**config.mk**
```make
export PLATFORM = sky130hd
export DESIGN_NAME = pwm_duty_gen
export DESIGN_NICKNAME = d
export VERILOG_FILES = /design/src/rtl/pwm_duty_gen.sv
export SDC_FILE = /design/constraint.sdc
export NUM_CORES = 1
export LEC_CHECK = 0
export ABC_AREA = 1
export BUFFER_PORTS_ARGS = -buffer_cell sky130_fd_sc_hd__buf_4
export CAP_MARGIN = 10
export CORE_AREA = 5 5 81 83
export DETAILED_ROUTE_END_ITERATION = 8
export DIE_AREA = 0 0 86 88
export PLACE_DENSITY = 0.58
export SETUP_SLACK_MARGIN = 0.2
export SLEW_MARGIN = 20
export SYNTH_ARGS = -nofsm -noshare
export SYNTH_HDL_FRONTEND = slang
export SYNTH_SLANG_ARGS = --single-unit
```
**constraint.sdc**
```tcl
create_clock -name clk -period 1.99 [get_ports clk]
set_clock_uncertainty 0.05 [all_clocks]
set_input_delay 0.199 -clock clk [delete_from_list [all_inputs] [get_ports clk]]
set_output_delay 0.199 -clock clk [all_outputs]
set_load 0.01 [all_outputs]
```
**src/rtl/pwm_duty_gen.sv**
```systemverilog
// rtl/pwm_duty_gen.sv - prescaled PWM generator with a one-deep pending duty buffer
// A new duty is staged in the pending buffer and applied only at a period boundary.

module pwm_duty_gen #(
    parameter int DW = 8,
    parameter int PW = 4
) (
    input  logic          clk,
    input  logic          rst_n,
    input  logic          ena,
    input  logic [DW-1:0] duty_in,
    input  logic          duty_valid,
    output logic          duty_ready,
    input  logic [PW-1:0] prescale,
    output logic          pwm_out,
    output logic          period_end,
    output logic          pending
);

    localparam logic [DW-1:0] CNT_MAX = {DW{1'b1}};
    localparam logic [DW-1:0] CNT_ONE = {{(DW-1){1'b0}}, 1'b1};
    localparam logic [PW-1:0] PRE_ONE = {{(PW-1){1'b0}}, 1'b1};

    logic [PW-1:0] pre_cnt_q, pre_cnt_d;
    logic [DW-1:0] cnt_q, cnt_d;
    logic [DW-1:0] duty_act_q, duty_act_d;
    logic [DW-1:0] duty_pend_q, duty_pend_d;
    logic          pend_full_q, pend_full_d;
    logic          pwm_q, pwm_d;
    logic          period_end_q, period_end_d;

    logic tick;
    logic boundary;
    logic accept;

    // >= rather than == so that lowering prescale mid-count ticks immediately
    assign tick     = ena && (pre_cnt_q >= prescale);
    assign boundary = tick && (cnt_q == CNT_MAX);
    assign accept   = duty_valid && !pend_full_q;

    assign duty_ready = !pend_full_q;
    assign pending    = pend_full_q;
    assign pwm_out    = pwm_q;
    assign period_end = period_end_q;

    always_comb begin
        pre_cnt_d    = pre_cnt_q;
        cnt_d        = cnt_q;
        duty_act_d   = duty_act_q;
        duty_pend_d  = duty_pend_q;
        pend_full_d  = pend_full_q;
        pwm_d        = 1'b0;
        period_end_d = 1'b0;

        if (!ena) begin
            pre_cnt_d = '0;
            cnt_d     = '0;
            if (pend_full_q) begin
                duty_act_d  = duty_pend_q;
                pend_full_d = 1'b0;
            end
        end else begin
            if (tick) begin
                pre_cnt_d = '0;
                cnt_d     = cnt_q + CNT_ONE;
            end else begin
                pre_cnt_d = pre_cnt_q + PRE_ONE;
            end
            if (boundary && pend_full_q) begin
                duty_act_d  = duty_pend_q;
                pend_full_d = 1'b0;
            end
            pwm_d        = (cnt_q < duty_act_q);
            period_end_d = boundary;
        end

        // accept only happens with pend_full_q low, so it never races the transfer above
        if (accept) begin
            duty_pend_d = duty_in;
            pend_full_d = 1'b1;
        end
    end

    always_ff @(posedge clk or negedge rst_n) begin
        if (!rst_n) begin
            pre_cnt_q    <= '0;
            cnt_q        <= '0;
            duty_act_q   <= '0;
            duty_pend_q  <= '0;
            pend_full_q  <= 1'b0;
            pwm_q        <= 1'b0;
            period_end_q <= 1'b0;
        end else begin
            pre_cnt_q    <= pre_cnt_d;
            cnt_q        <= cnt_d;
            duty_act_q   <= duty_act_d;
            duty_pend_q  <= duty_pend_d;
            pend_full_q  <= pend_full_d;
            pwm_q        <= pwm_d;
            period_end_q <= period_end_d;
        end
    end

endmodule

```
# Word-level counts from Yosys, hierarchy flattened

Index checks and enable logic that the tools add are counted.

Add/sub/neg operators: 2
Magnitude comparators: 2
Equal/unequal tests: 4
Multiplexer cells: 12
Reduce and logical (&&, ||, !) cells: 7

Operators by type and width:

| cell                                          | count |
|---|---|
| two-way mux 8 bit                             | 5 |
| adder 8 x 1 -> 8 bit, second input constant   | 1 |
| == test 8 bit, second input constant          | 1 |
| < comparator 8 bit                            | 1 |
| two-way mux 4 bit                             | 2 |
| two-way mux 1 bit                             | 5 |
| adder 4 x 1 -> 4 bit, second input constant   | 1 |
| >= comparator 4 bit                           | 1 |
| logical AND 1 bit                             | 4 |
| != test 2 x 1 -> 1 bit, second input constant | 2 |
| != test 3 x 1 -> 1 bit, second input constant | 1 |
| AND reduction 2 bit                           | 1 |
| nonzero test 2 bit                            | 1 |
| logical NOT 1 bit                             | 1 |

Bits in registers: 31
Bits of input ports: 16
Output and inout port bits: 4
Logic and storage cells: 34

# Depth between registers and ports, before layout

Gate-level depths: netlist of the first run.

Depth after elaboration: 7
Depth in mapped cells: 11

# Worst setup path before layout of the first run

OpenSTA, ideal clock, no wires.

Path kind: reg-to-reg
From: reg pre_cnt_q[3]
To: reg duty_act_q[0]
Setup time: 0.117 ns
Arrival: 1.299 ns
Data required time: 1.823 ns
Setup slack: 0.523 ns
Stages on the path, launching flop included: 8
Clock period less this slack: 1.467 ns
Path through: dfrtp_1 > ha_1 > a21oi_2 > nand3_4 > nand3_4 > nand2_4 > nand3_1 > nand2_1

Cells in the longest elaborated chain, start to end: 6

RTL lines:

| element                          | line | text |
|---|---|---|
| start, declared                  | 24   | `logic [PW-1:0] pre_cnt_q, pre_cnt_d;` |
| start signal, assigned           | 94   | `pre_cnt_q <= pre_cnt_d;` |
| >= comparator 4 bit              | 37   | `assign tick = ena && (pre_cnt_q >= prescale);` |
| logical AND 1 bit                | 37   |  |
| logical AND 1 bit                | 38   | `assign boundary = tick && (cnt_q == CNT_MAX);` |
| logical AND 1 bit                | 69   | `if (boundary && pend_full_q) begin` |
| != test 2 x 1 -> 1 bit (no line) | n/a  |  |
| AND reduction 2 bit (no line)    | n/a  |  |
| end signal, assigned             | 96   | `duty_act_q <= duty_act_d;` |
| end, declared                    | 26   | `logic [DW-1:0] duty_act_q, duty_act_d;` |

Every way passes these cells.
A chain may end at the register's enable or synchronous reset.

# Final worst setup path of the first run

From: reg pre_cnt_q[3]
To: reg duty_act_q[1]

Same word-level chain as after synthesis.

==> results of run 1 <==
[worst max path at each step]
stage	from	to	slack (ns)
4_1_cts	pre_cnt_q[3]	duty_act_q[1]	0.38
2_1_floorplan	pre_cnt_q[3]	duty_act_q[0]	0.52
5_1_grt	pre_cnt_q[3]	duty_act_q[4]	0.27
6_report	pre_cnt_q[3]	duty_act_q[1]	0.38
3_3_place_gp	pre_cnt_q[0]	duty_act_q[1]	0.42
3_5_place_dp	pre_cnt_q[3]	duty_act_q[1]	0.40
[placed cells by master (no fill, tap or decap), types with 2 or more instances in the layout]
master    count
a21oi_1       5
buf_4        20
clkbuf_8      7
dfrtp_1      31
ha_1         13
inv_1        21
mux2_2        8
nand2_1      31
nand3_1      20
nand3_4       2
nand4_1       2
nor2_1       11
nor2_4        2
o21ai_0       6
xor2_1        5
[cells by family (layout without fill, tap and decap cells)]
| kind of cell | count (synthesis) | after routing | share of synthesized area |
|---|---|---|---|
| multiplexers | 8 | 8 | 0.0542 |
| AND/OR/NAND/NOR | 74 | 74 | 0.239 |
| buffers and inverters | 24 | 51 | 0.0610 |
| AO/OA/AOI/OAI | 15 | 15 | 0.0497 |
| XOR/XNOR | 6 | 6 | 0.0316 |
| flip-flops | 31 | 31 | 0.467 |
| adder cells (fa/ha/maj) | 13 | 13 | 0.0979 |
[routing by layer]
layer / wire (µm) / global-route usage
met1: 1520 / 0.116
met2: 1320 / 0.137
met3: 119 / 0.0357
met4: 48 / 0.0388
met5: 0 / 0
[report_power, final]
part / switching (mW) / internal [mW]
combinational: 0.193 / 0.169
sequential: 0.0612 / 0.743
clock: 0.225 / 0.315
total: 0.478 / 1.23
[repair_timing]
action / 4_1_cts / 5_1_grt
hold buffers: 1 / 0
hold endpoints to repair: 31 / 0
setup endpoints to repair: 0 / 0
[layout make-up]
class	instances	area, µm²	share of cell area
tap	75	93.8	0.0470
inverter	22	82.6	0.0414
clock buffer	8	100	0.0501
timing repair buffer	21	160	0.0802
multi-input combinational	116	785	0.393
sequential	31	776	0.388
[stage by stage]
stage	setup WS, ns	std cells	cell area (µm²)	util	hold slack (ns)
after floorplan	0.523	171	1660	-	-0.147
after global routing	0.271	273	2000	0.345	0.0846
after CTS	0.384	273	2000	0.345	0.0910
after global placement	0.422	264	1890	0.326	0.107
after detailed placement	0.395	264	1890	0.326	0.112
final	0.384	273	2000	0.345	0.0992
[flip-flops by register name (all words and copies together), names as in the netlist]
register	count
cnt_q	8
pending	1
duty_pend_q	8
pwm_out	1
pre_cnt_q	4
period_end	1
duty_act_q	8
==> qor.csv, run 1 <==
metric,value,unit
"Hold Vio Cnt, Final",0,
Synth Cell Area,1660,µm²
Max Cap Viol,0,
part of the cycle the worst path needs,0.807,
vias per inst,4.40,
syn_area_per_cell,9.72,µm²
"Slew Viols, Final",0,
H-tree depth,2,
layout cells sized above 1,0.232,
CP max FO,9,
routability cong.,0.750,
DRT Pass-1 Iters,4,
Die Wd,86,µm
Routed WL,3.00,mm
crit path DAT,1.72,ns
Required @ worst endpoint,2.11,ns
synthesis-stage register bit count,31,
GRT Total Usage,0.0909,
fill cell count,604,
Ant. Diodes,0,
root buffer cell,clkbuf_8,
min-delay src,duty_in[6],
"CTS clk-pin slew, worst paths",0.06,ns
Mapped Nets,200,
nets,226,
clk_lat worst skew,0.28,ns
Area contributors post-synth,"dfrtp_1, ha_1, nand2_1",
sequential area share after synthesis,0.467,
Finish-stage setup viols,0,
io pins,20,
global-route wire length before repair,5.40,mm
Initial Util,0.287,
clk buf depth,2,
Post-synth EDFFs,0,
slowest library cell on the worst path,dfrtp_1,
CTS tree,done,
vias in the first global route,1174,
FF-to-FF setup slack,0.38,ns
FP Rows,28,
Die Height,88,µm
core area,5780,µm²
die footprint,7570,µm²
postcts setup bufs,0,
initial drt markers,37,
max incr delay on CP,0.40,ns
Fmax achieved,0.623,GHz
most frequent CP cell,nand3_4,
DRC,0,
initial antenna violation count,0,
Startpoint Class,register,
Antenna Violating Nets Remaining,0,
synthesis-to-layout area growth,20.2,%
Post-synth ARST share,1.00,
Critical Path Stages,7,
setup TNS,0,ns
total grt overflow,0,
Worst Hold Endpoint,duty_pend_q[6],
cts repair resizes,0,
"CP delay by family, top",simple AND/OR/NAND/NOR gates,
drt wl/cell,11.0,µm
number of cells on the worst hold path,2,
routed vias,1200,
largest net degree at the start of global routing,32,
RSZ-0062 raised after global routing,no,
Slew headroom,0.740,
port bufs,19,
post-synth cell types,27,
cell area power density,854,nW/µm²
Worst Hold Class,in -> reg,
slew at the pin closest to its max-slew limit,0.389,ns
top cell type's share of synthesized area,0.467,
Post-DP HPWL,2.26,mm
Num CTS Buffers,5,
Clock Sink Count,31,
Synth warnings,0,
Setup Crit Path Kind,reg -> reg,
maximum vdd drop,449,µV
"Top FF cell, synth",dfrtp_1,
RR Startpoint,pre_cnt_q[3],
CP Buf/Inv Count,0,
Post-synth top cells,"dfrtp_1, nand2_1, inv_1",
Tmin final,1.61,ns
run status,finished clean,
largest area contributor in the netlist,dfrtp_1,
Synth Instances,171,
r2r endpoint,duty_act_q[1],
Crit. End Element,register,
Leak,1.00,nW
"critical path, cell by cell",ha_1 -> a21oi_2 -> nand3_4 -> nand3_4 -> nand2_4 -> nand3_1 -> nand2_1,
Tot Pwr,1.71,mW
FF-to-FF path depth,7,
No activity file was read; power rests on OpenSTA's default activity.
==> run 2: changes to the inputs <==
- PLACE_DENSITY: 0.58 -> 0.59
- clock period: 1.99 -> 1.35 ns (I/O delays scaled with it)
==> run 2 against run 1 <==
The run now ends with setup timing left. Non-clock buffer count rose by 23. Clock power increased by 34%. Global-route usage rose by 0.89 points. Cell count is 9.2% higher. Flip-flop and latch count is the same. Register-to-register slack got worse by 0.60 ns. Sequential share of layout area decreased by 5.7 points. Combinational power rose by 120%. Routed wire length up 22%. Utilization grew 6.0 points. Sequential power rose by 48%. Cell area up 17%. Critical endpoint is now cnt_q[2]. Highest routed layer unchanged.
==> qor.csv, run 2 (same netlist as run 1, synthesis figures left out) <==
metric,value,unit
run status,"finished, violations left",
violated checks,setup timing,
Die Wd,86,µm
CTS tree,done,
NetSw,852,µW
final instance area,2340,µm²
most frequent cells in the layout,"buf_4, dfrtp_1, nand2_1, nand3_1, inv_1",
Die Height,88,µm
io pins,20,
Clock Sink Count,31,
GRT Total Usage,0.0998,
Switching Share,0.317,
"critical path, cell by cell",ha_4 -> nand4_1 -> nand3_4 -> buf_4 -> nand2_2 -> o21ai_1 -> nor2_1,
initial antenna violation count,0,
Final WS setup,-0.218,ns
drt wl/cell,12.3,µm
vias per inst,4.39,
part of the power in combinational logic,0.289,
hold slack,0.0263,ns
slew at the pin closest to its max-slew limit,0.393,ns
DRC,0,
H-tree depth,2,
cell area power density,1150,nW/µm²
crit path DAT,1.70,ns
vias in the first global route,1357,
largest net degree at the start of global routing,32,
pre-CTS WS,-0.191,ns
clock power share,0.268,
clk buf depth,2,
Antenna Violating Nets Remaining,0,
CP max FO,5,
fin cells,298,
Startpoint Class,register,
Worst Hold Class,in -> reg,
"CTS clk-pin slew, worst paths",0.07,ns
Area after DPL,2010,µm²
"commonest non-fill, non-tap cell in the layout",buf_4,
Post-DP HPWL,2.46,mm
"CP delay by family, top",simple AND/OR/NAND/NOR gates,
Tot Pwr,2.69,mW
DRT Pass-1 Iters,4,
Slew headroom,0.738,
Tmin final,1.57,ns
Required @ worst endpoint,1.48,ns
max incr delay on CP,0.41,ns
core area,5780,µm²
Initial Util,0.287,
Max Cap Viol,0,
total grt overflow,0,
die footprint,7570,µm²
Fmax achieved,0.638,GHz
"Hold Vio Cnt, Final",0,
nets,251,
part of the cycle the worst path needs,1.16,
root buffer cell,clkbuf_8,
setup TNS,-4.00,ns
Leak,1.13,nW
port bufs,19,
Ant. Diodes,0,
maximum vdd drop,835,µV
Num CTS Buffers,5,
Setup Crit Path Kind,reg -> reg,
slowest library cell on the worst path,dfrtp_1,
Int Power,1.84,mW
global-route wire length before repair,5.98,mm
RSZ-0062 raised after global routing,yes,
Post-Place Cells,277,
Crit. End Element,register,
initial drt markers,78,
Final Util,0.405,
Reg power frac,0.443,
CP Buf/Inv Count,1,
routability cong.,0.751,
clk_lat worst skew,0.28,ns
FP Rows,28,
"Slew Viols, Final",0,
routed vias,1309,
layout cells sized above 1,0.439,
biggest regs,"cnt_q x8, duty_act_q x8, duty_pend_q x8",
Routed WL,3.66,mm
synthesis-to-layout area growth,40.9,%
Finish-stage setup viols,22,
## run 2: cell count changes in the layout (fill, tap and decap cells not counted), sizes merged
| cell | previous run | this run |
|---|---|---|
| nand2 | 33 | 34 |
| clkinv | 0 | 1 |
| clkbuf | 8 | 5 |
| nand3 | 23 | 24 |
| clkinvlp | 0 | 2 |
| buf | 20 | 43 |
## run 2: final cells by class
class,instances,area (µm²)
clock inverters,3,20.0
repair buffers,44,344
flip-flops and latches,31,777
multi-input cells,118,952
inverters,22,85.1
fillers,562,3440
clock buffers,5,68.8
well taps,75,93.8
## run 2: final timing paths
kind | endpoint | cells past startpoint | start | slack, ns
setup / recovery | cnt_q[2] | 7 | pre_cnt_q[3] | -0.22
hold / removal | duty_pend_q[3] | 2 | duty_in[3] | 0.03
setup reg to reg | cnt_q[2] | 7 | pre_cnt_q[3] | -0.22
hold reg to reg | duty_act_q[2] | 2 | duty_pend_q[2] | 0.45
max in group asynchronous | pending | 2 | rst_n | 0.67
min in group asynchronous | cnt_q[0] | 2 | rst_n | 0.27
## run 2: what timing repair did
| item | 4_1_cts | 5_1_grt |
|---|---|---|
| gates cloned | 1 | 1 |
| endpoints found under the setup margin | 27 | 24 |
| pin swaps | 5 | 17 |
| hold endpoints to repair | 31 | 0 |
| hold buffers | 1 | 0 |
| setup buffers | 3 | 7 |
| resized for setup | 10 | 22 |
## run 2: power by group through the flow
stage	combinational, mW	sequential [mW]	clock (mW)
CTS	0.652	1.19	0.744
finish	0.778	1.19	0.723
global placement	0.573	1.20	0
global route	0.886	1.21	0.783
floorplan	0.400	1.19	0
detailed placement	0.586	1.21	0
## run 2: layer usage
layer,up-vias,share of wire,GRT usage
met4,0,0.017,0.0403
met2,18,0.50,0.166
met3,5,0.027,0.0292
li1,667,-,-
met5,-,0,0
met1,619,0.46,0.121
==> run 3: changes to the inputs <==
- BUFFER_PORTS_ARGS: -buffer_cell sky130_fd_sc_hd__buf_4 -> -buffer_cell sky130_fd_sc_hd__buf_2
- RECOVER_POWER: default -> 50
==> run 3 against run 2 <==
Fmax increased by 0.32%. The flow still finishes with violations (setup timing). Sequential share of layout area rose by 0.91 points. Die area did not move.
==> qor.csv, run 3 (same netlist as run 1, synthesis figures left out) <==
metric,value,unit
clk_lat worst skew,0.28,ns
DRC,0,
Clock Sink Count,31,
Fmax achieved,0.640,GHz
Tmin final,1.56,ns
maximum vdd drop,772,µV
"Slew Viols, Final",0,
FP Rows,28,
part of the cycle the worst path needs,1.16,
Antenna Violating Nets Remaining,0,
"CP delay by family, top",simple AND/OR/NAND/NOR gates,
core area,5780,µm²
drt wl/cell,11.9,µm
Post-Place Cells,278,
port bufs,19,
total grt overflow,0,
io pins,20,
biggest regs,"cnt_q x8, duty_act_q x8, duty_pend_q x8",
violated checks,setup timing,
Final WS setup,-0.213,ns
Startpoint Class,register,
slew at the pin closest to its max-slew limit,0.618,ns
DRT Pass-1 Iters,5,
nets,255,
hold slack,0.0310,ns
"commonest non-fill, non-tap cell in the layout",nand2_1,
Max Cap Viol,0,
CP Buf/Inv Count,0,
pre-CTS WS,-0.187,ns
Post-DP HPWL,2.52,mm
Switching Share,0.310,
RSZ-0062 raised after global routing,yes,
Initial Util,0.287,
Leak,1.14,nW
setup TNS,-3.76,ns
clock power share,0.265,
initial antenna violation count,0,
"Hold Vio Cnt, Final",0,
vias in the first global route,1329,
clk buf depth,2,
Int Power,1.84,mW
H-tree depth,2,
most frequent CP cell,nand2_1,
Final Util,0.395,
Die Wd,86,µm
"CTS clk-pin slew, worst paths",0.07,ns
Finish-stage setup viols,22,
synthesis-to-layout area growth,37.3,%
initial drt markers,65,
global-route wire length before repair,6.28,mm
Routed WL,3.60,mm
crit path DAT,1.69,ns
Slew headroom,0.588,
Reg power frac,0.446,
"critical path, cell by cell",ha_1 -> nand2_1 -> nand2_1 -> nand2_2 -> nand3_4 -> nand3_4 -> nand2_2 -> nand3_1 -> nand2_1,
NetSw,827,µW
part of the power in combinational logic,0.289,
die footprint,7570,µm²
Required @ worst endpoint,1.48,ns
layout cells sized above 1,0.410,
vias per inst,4.38,
most frequent cells in the layout,"nand2_1, dfrtp_1, buf_4, inv_1, nand3_1",
CTS tree,done,
fin cells,302,
CP max FO,5,
max incr delay on CP,0.38,ns
run status,"finished, violations left",
largest net degree at the start of global routing,22,
GRT Total Usage,0.105,
Setup Crit Path Kind,reg -> reg,
Num CTS Buffers,5,
routability cong.,0.731,
Worst Hold Class,in -> reg,
Crit. End Element,register,
Ant. Diodes,0,
Die Height,88,µm
cell area power density,1170,nW/µm²
slowest library cell on the worst path,dfrtp_1,
root buffer cell,clkbuf_8,
routed vias,1322,
-- run 3: cell type report --
cell class	instances	area (µm²)
clock buffer	7	76.3
clock inverter	1	5.00
fill	584	3500
inverter	22	82.6
multi-input combinational	118	915
sequential	31	778
tap	75	93.8
timing repair buffer	48	332
-- run 3: power groups by stage --
stage	sequential, mW	clock (mW)	combinational (mW)
detailed placement	1.21	0	0.578
floorplan	1.19	0	0.400
finish	1.19	0.706	0.773
CTS	1.19	0.721	0.660
global placement	1.20	0	0.564
global route	1.21	0.778	0.877
-- run 3: worst paths after layout --
path | startpoint | end | slack, ns | cells after the start
max in group asynchronous | rst_n | pending | 0.10 | 3
setup / recovery | pre_cnt_q[1] | duty_act_q[7] | -0.21 | 9
hold / removal | duty_in[3] | duty_pend_q[3] | 0.03 | 2
hold reg to reg | duty_pend_q[4] | duty_act_q[4] | 0.45 | 2
min in group asynchronous | rst_n | cnt_q[5] | 0.33 | 2
setup reg to reg | pre_cnt_q[1] | duty_act_q[7] | -0.21 | 9
-- run 3: layer usage --
| layer | up-vias | global-route usage | wire length (µm) | part of all wire |
|---|---|---|---|---|
| met3 | 4 | 0.0292 | 153 | 0.042 |
| met1 | 615 | 0.137 | 1720 | 0.48 |
| li1 | 678 | - | - | - |
| met5 | - | 0 | 0 | 0 |
| met4 | 0 | 0.0302 | 35 | 0.0097 |
| met2 | 25 | 0.170 | 1700 | 0.47 |
-- run 3: through the flow --
stage,cell area (µm²),total power [mW]
after floorplan,1680,1.59
after global placement,1980,1.77
after detailed placement,1980,1.79
after CTS,2180,2.57
after global routing,2280,2.87
final,2280,2.67
-- run 3: what timing repair did --
item / 4_1_cts / 5_1_grt
hold endpoints to repair: 31 / 0
resized for setup: 5 / 19
setup endpoints to repair: 25 / 25
buffers inserted: 10 / 3
pin swaps: 10 / 10
hold buffers: 1 / 0
gates cloned: 2 / 0
